`config.mk`:
```
export PLATFORM = sky130hd
export DESIGN_NAME = topbus_master
export DESIGN_NICKNAME = d
export VERILOG_FILES = /design/src/rtl/topbus_master.sv
export SDC_FILE = /design/constraint.sdc
export NUM_CORES = 1
export LEC_CHECK = 0
export ABC_CLOCK_PERIOD_IN_PS = 2100
export CAP_MARGIN = 20
export CORE_MARGIN = 2
export CORE_UTILIZATION = 39
export DETAILED_ROUTE_END_ITERATION = 6
export PLACE_DENSITY = 0.69
export SYNTH_ARGS = -nofsm -noshare
export SYNTH_HDL_FRONTEND = slang
export SYNTH_SLANG_ARGS = --single-unit
```
`constraint.sdc`:
```
create_clock -name clk -period 2.1 [get_ports clk]
set_input_delay 0.42 -clock clk [delete_from_list [all_inputs] [get_ports clk]]
set_output_delay 0.42 -clock clk [all_outputs]
set_load 0.05 [all_outputs]
```
`src/rtl/topbus_master.sv`:
```
// Register-access master for a multiplexed address/data bus with ALE, WRITE and READ strobes.
// Optional last-address cache enabled by defining TOPBUS_MASTER_ADDR_CACHE_EN.
module topbus_master #(
    parameter int unsigned T_SETUP  = 1,
    parameter int unsigned T_STROBE = 2
) (
    input  logic       clk,
    input  logic       rst_n,
    input  logic       cmd_valid,
    output logic       cmd_ready,
    input  logic       cmd_rnw,
    input  logic [7:0] cmd_addr,
    input  logic [7:0] cmd_wdata,
    output logic       rsp_valid,
    output logic [7:0] rsp_rdata,
    output logic [7:0] bus_data_out,
    output logic       bus_data_oe,
    input  logic [7:0] bus_data_in,
    output logic       bus_ale,
    output logic       bus_write,
    output logic       bus_read
);

    localparam logic [2:0] S_IDLE   = 3'd0;
    localparam logic [2:0] S_ASETUP = 3'd1;
    localparam logic [2:0] S_ALE    = 3'd2;
    localparam logic [2:0] S_AHOLD  = 3'd3;
    localparam logic [2:0] S_DSETUP = 3'd4;
    localparam logic [2:0] S_STROBE = 3'd5;
    localparam logic [2:0] S_DHOLD  = 3'd6;
    localparam logic [2:0] S_DONE   = 3'd7;

    // Counter holds remaining cycles minus one; a zero length is treated as one.
    localparam logic [3:0] LEN_SU   = (T_SETUP == 0) ? 4'd1 : 4'(T_SETUP);
    localparam logic [3:0] LEN_ST   = (T_STROBE == 0) ? 4'd1 : 4'(T_STROBE);
    localparam logic [3:0] LAST_SU  = LEN_SU - 4'd1;
    localparam logic [3:0] LAST_ST  = LEN_ST - 4'd1;

    logic [2:0] state_q, state_d;
    logic [3:0] cnt_q, cnt_d;
    logic       rnw_q, rnw_d;
    logic [7:0] addr_q, addr_d;
    logic [7:0] wdata_q, wdata_d;
    logic [7:0] cap_q, cap_d;
    logic [7:0] rdata_q, rdata_d;
    logic       cnt_done;
    logic       accept;
    logic       addr_hit;

    assign cnt_done = (cnt_q == 4'd0);
    assign accept   = (state_q == S_IDLE) && cmd_valid;

`ifdef TOPBUS_MASTER_ADDR_CACHE_EN
    logic [7:0] cache_addr_q, cache_addr_d;
    logic       cache_vld_q, cache_vld_d;

    assign addr_hit = cache_vld_q && (cmd_addr == cache_addr_q);

    always_comb begin
        cache_addr_d = cache_addr_q;
        cache_vld_d  = cache_vld_q;
        if ((state_q == S_ALE) && cnt_done) begin
            cache_addr_d = addr_q;
            cache_vld_d  = 1'b1;
        end
    end

    always_ff @(posedge clk or negedge rst_n) begin
        if (!rst_n) begin
            cache_addr_q <= 8'h00;
            cache_vld_q  <= 1'b0;
        end else begin
            cache_addr_q <= cache_addr_d;
            cache_vld_q  <= cache_vld_d;
        end
    end
`else
    assign addr_hit = 1'b0;
`endif

    always_comb begin
        state_d = state_q;
        cnt_d   = cnt_done ? 4'd0 : (cnt_q - 4'd1);
        case (state_q)
            S_IDLE: begin
                cnt_d = LAST_SU;
                if (cmd_valid) begin
                    state_d = addr_hit ? S_DSETUP : S_ASETUP;
                end
            end
            S_ASETUP: begin
                if (cnt_done) begin
                    state_d = S_ALE;
                    cnt_d   = LAST_ST;
                end
            end
            S_ALE: begin
                if (cnt_done) begin
                    state_d = S_AHOLD;
                    cnt_d   = 4'd0;
                end
            end
            S_AHOLD: begin
                state_d = S_DSETUP;
                cnt_d   = LAST_SU;
            end
            S_DSETUP: begin
                if (cnt_done) begin
                    state_d = S_STROBE;
                    cnt_d   = LAST_ST;
                end
            end
            S_STROBE: begin
                if (cnt_done) begin
                    state_d = S_DHOLD;
                    cnt_d   = 4'd0;
                end
            end
            S_DHOLD: begin
                state_d = S_DONE;
                cnt_d   = 4'd0;
            end
            default: begin
                state_d = S_IDLE;
                cnt_d   = 4'd0;
            end
        endcase
    end

    always_comb begin
        rnw_d   = rnw_q;
        addr_d  = addr_q;
        wdata_d = wdata_q;
        cap_d   = cap_q;
        rdata_d = rdata_q;
        if (accept) begin
            rnw_d   = cmd_rnw;
            addr_d  = cmd_addr;
            wdata_d = cmd_wdata;
        end
        // Sample on the edge that ends the last strobe cycle, READ still low.
        if ((state_q == S_STROBE) && cnt_done && rnw_q) begin
            cap_d = bus_data_in;
        end
        if ((state_q == S_DHOLD) && rnw_q) begin
            rdata_d = cap_q;
        end
    end

    always_ff @(posedge clk or negedge rst_n) begin
        if (!rst_n) begin
            state_q <= S_IDLE;
            cnt_q   <= 4'd0;
            rnw_q   <= 1'b0;
            addr_q  <= 8'h00;
            wdata_q <= 8'h00;
            cap_q   <= 8'h00;
            rdata_q <= 8'h00;
        end else begin
            state_q <= state_d;
            cnt_q   <= cnt_d;
            rnw_q   <= rnw_d;
            addr_q  <= addr_d;
            wdata_q <= wdata_d;
            cap_q   <= cap_d;
            rdata_q <= rdata_d;
        end
    end

    logic addr_phase;
    logic wr_phase;

    assign addr_phase = (state_q == S_ASETUP) || (state_q == S_ALE) ||
                        (state_q == S_AHOLD);
    assign wr_phase   = !rnw_q && ((state_q == S_DSETUP) ||
                        (state_q == S_STROBE) || (state_q == S_DHOLD));

    assign cmd_ready    = (state_q == S_IDLE);
    assign rsp_valid    = (state_q == S_DONE);
    assign rsp_rdata    = rdata_q;
    assign bus_data_oe  = addr_phase || wr_phase;
    assign bus_data_out = addr_phase ? addr_q : (wr_phase ? wdata_q : 8'h00);
    assign bus_ale      = (state_q == S_ALE);
    assign bus_write    = !((state_q == S_STROBE) && !rnw_q);
    assign bus_read     = !((state_q == S_STROBE) && rnw_q);

endmodule

```
==> results.md <==
## Die
- 70.61 um — DIE WIDTH
- 24 — num rows
- 0.4002 — initial cell density of the core
- 50 — number of top-level pins
- 70.61 um — die boundary height
- 4986 um^2 — Die Area
- 4324 um^2 — placeable core area

## Global route
- 0 — aggregate global routing overflow
- 1199 — vias in the first global route
- 0.1429 — Overall Global Routing Usage
- 0 — antenna violations before repair
- 41 — maximum number of pins on one net before global-route repair
- 5554 um — first-pass GRT wire length

## Clock tree
- 40 — total clock sinks
- done — CTS tree
- 2 — Max clock buf depth
- 5 — total clock buffers created by CTS
- 0.07 ns — post-CTS clock slew at the launch and capture registers of the worst setup and hold paths
- 2 — CTS HTree Levels
- sky130_fd_sc_hd__clkbuf_8 — root buf cell
- 0.29 ns — Worst-Skew Late Latency
- 0 — # hold bufs at CTS
- 1 — count of instances resized after the clock tree is built
- 0 — post-CTS setup buffer count

## Timing
- 0.004908 ns — clk_skew
- 1.991 ns — final worst path period need
- 0.1622 ns — worst hold slack after final layout
- 0 ns — Fin Setup TNS
- 0 — final count of hold timing violations
- 0.5023 GHz — Fmax
- 0 — number of setup violations in the final report
- 0.5145 ns — slew of the pin with the lowest slew margin
- 0 — final slew viol count
- 0.9481 — portion of the clock cycle consumed by the worst path in the final layout
- false — unrepaired setup endpoints after global routing
- 0.6559 — worst relative slew slack

## Setup path
- reg2out — Crit Path Class
- cnt_q[0]$_DFF_PN0_ — R2R Path Start
- 1.68 ns — CP required
- register — category of the worst setup path launch point
- 9 — largest fanout of any net on the critical path
- output pin — element type at the critical path end
- 3 — FF-to-FF path depth
- 1.57 ns — arrival time at the worst endpoint
- 0.24 ns — slack of the worst reg-to-reg path
- cap_q[4]$_DFFE_PN0P_ — capture point of the worst reg-to-reg path

## Logic synthesis
- sky130_fd_sc_hd__dfrtp_1 — dominant cell type by area after synthesis
- 1.000 — proportion of synthesized flip-flops having asynchronous set or reset
- 155 — post-synth net total
- 40 — flops & latches, synth
- 0.5785 — top-area cell type share of the netlist area
- sky130_fd_sc_hd__dfrtp_1 — most instantiated flip-flop cell in the synthesis netlist
- 0.5785 — sequential fraction of the synthesis area
- 13.63 um^2 — Post-Syn Area per Cell
- 127 — Gate Count Post-Synth
- sky130_fd_sc_hd__dfrtp_1 — most frequently used cell type in the post-synthesis netlist
- sky130_fd_sc_hd__dfrtp_1 (58%), sky130_fd_sc_hd__mux2_2 (22%), sky130_fd_sc_hd__a22o_1 (4.0%) — Synth area leaders
- 0 — Syn. warnings
- 0 — EDFF count, synth
- sky130_fd_sc_hd__dfrtp_1 (40), sky130_fd_sc_hd__mux2_2 (34), sky130_fd_sc_hd__a22o_1 (8), sky130_fd_sc_hd__nor2_1 (7), sky130_fd_sc_hd__buf_2 (5) — Post-synth top cells
- 28 — count of unique library cells instantiated by Yosys
- 1730 um^2 — Cell Area, Synth

## Drt
- 0 — Routed Antenna Nets
- 14.15 um — routed len/inst
- 56 — detailed router's first-iteration violation count
- 1179 — total number of vias
- 4 — Detailed Routing Iterations Pass 1
- 5.082 — via density per instance
- 3283 um — wirelength, routed
- 0 — remaining design rule violation count

## Power
- 0.572 — Combinational Power Share
- 930.0 uV — peak supply drop
- 0.004819 W — total power
- 1900 nW/um^2 — Pwr Density
- 1.106 nW — Leak Pwr
- 0.278 — sequential share of power
- 0.3991 — proportion of total power due to net switching
- 0.150 — fraction of power consumed by the clock network
- 0.001923 W — sw power
- 0.002895 W — internal power

## Finish
- 0.5865 — Final Core Density
- 1001 um^2 — footprint of the flip-flops and latches
- 703.2 um^2 — area of the multi-input gates
- 0.3722 — share of cells above drive strength 1
- 46.57% — Area Growth Syn to Fin
- 208 — Total Nets Final
- 0 — diodes inserted
- 371 — filler cell count in the final layout

## Outcome
- completed — status

## Worst hold path
- in2async — worst min path class

## Flow run
- 0 — maximum capacitance violations

## Place
- 2439 um — DP Wirelength
- 0.8547 — routability congestion estimate from global placement
- 49 — buffers added on ports

[worst max-delay path, stage by stage (launching register included)]
cell	delay (ns)
sky130_fd_sc_hd__dfrtp_1	0.39
sky130_fd_sc_hd__nand2_1	0.10
sky130_fd_sc_hd__and3b_1	0.38
sky130_fd_sc_hd__a22o_1	0.25
sky130_fd_sc_hd__buf_12	0.15
[how the worst max path moves through the flow]
stage	from	to	slack [ns]
finish	state_q[1]$_DFFE_PN0P_	bus_data_out[5]	0.11
global route	state_q[1]$_DFFE_PN0P_	bus_data_out[0]	0.005
CTS	state_q[1]$_DFFE_PN0P_	bus_data_out[5]	0.1
detailed placement	cnt_q[0]$_DFF_PN0_	cap_q[0]$_DFFE_PN0P_	0.25
global placement	cnt_q[0]$_DFF_PN0_	cap_q[6]$_DFFE_PN0P_	0.29
floorplan	state_q[0]$_DFFE_PN0P_	cap_q[0]$_DFFE_PN0P_	0.04
[layer usage]
layer / wire [um] / part of all wire / track usage / vias up
met1: 1422 / 0.43 / 0.1795 / 583
met3: 176 / 0.054 / 0.04843 / 8
met4: 75 / 0.023 / 0.06289 / 0
met2: 1608 / 0.49 / 0.2264 / 26
met5: 0 / 0 / 0 / -
li1: - / - / - / 562
[logic make-up (layout without fill, tap and decap cells)]
family                 after synthesis  after routing  share of synthesized area
multiplexers                        34             34                     0.2213
XOR/XNOR                             3              3                    0.01519
AO/OA/AOI/OAI                       15             15                    0.06581
AND/OR/NAND/NOR                     27             27                    0.09618
buffers and inverters                8             61                    0.02314
flip-flops                          40             40                     0.5785
[layout make-up]
| cell class | instances | area share |
|---|---|---|
| tap | 52 | 0.02565 |
| multi-input combinational | 79 | 0.2773 |
| clock buffer | 5 | 0.02713 |
| sequential | 40 | 0.3947 |
| timing repair buffer | 54 | 0.2516 |
| clock inverter | 2 | 0.02368 |
[state kept, by name, indices dropped and copies added (netlist names)]
signal	count
addr_q	8
cap_q	8
cnt_q	4
rnw_q	1
rsp_rdata	8
state_q	3
wdata_q	8
[power by group through the flow]
| stage | combinational (W) | clock, W | sequential [W] |
|---|---|---|---|
| 2_1_floorplan | 0.00153 | 0 | 0.00151 |
| 3_3_place_gp | 0.00274 | 0 | 0.00133 |
| 3_5_place_dp | 0.00277 | 0 | 0.00136 |
| 4_1_cts | 0.00278 | 0.000732 | 0.00134 |
| 5_1_grt | 0.00290 | 0.000770 | 0.00139 |
| 6_report | 0.00276 | 0.000723 | 0.00134 |
[cell usage in the layout, fill, tap and decap left out, types with 2 or more instances in the layout]
cell type	Yosys	layout
sky130_fd_sc_hd__and2_1	2	2
sky130_fd_sc_hd__xnor2_1	2	2
sky130_fd_sc_hd__a21oi_1	2	2
sky130_fd_sc_hd__nor2_1	7	6
sky130_fd_sc_hd__o21ai_0	2	2
sky130_fd_sc_hd__dfrtp_1	40	40
sky130_fd_sc_hd__clkbuf_8	0	5
sky130_fd_sc_hd__buf_12	0	12
sky130_fd_sc_hd__buf_4	1	7
sky130_fd_sc_hd__a22o_1	8	8
sky130_fd_sc_hd__nand4b_1	2	2
sky130_fd_sc_hd__nand2_1	3	3
sky130_fd_sc_hd__bufinv_16	0	2
sky130_fd_sc_hd__clkdlybuf4s50_1	0	34
sky130_fd_sc_hd__nor3_1	3	2
sky130_fd_sc_hd__mux2_2	34	34
[metrics by stage]
step,instance area [um^2],cells,setup WS (ns)
2_1_floorplan,1742,127,0.04348
3_3_place_gp,2405,225,0.2947
3_5_place_dp,2405,225,0.2496
4_1_cts,2536,232,0.09791
5_1_grt,2536,232,0.004753
6_report,2536,232,0.1091
Note: power is estimated with default switching activity, not from simulation.
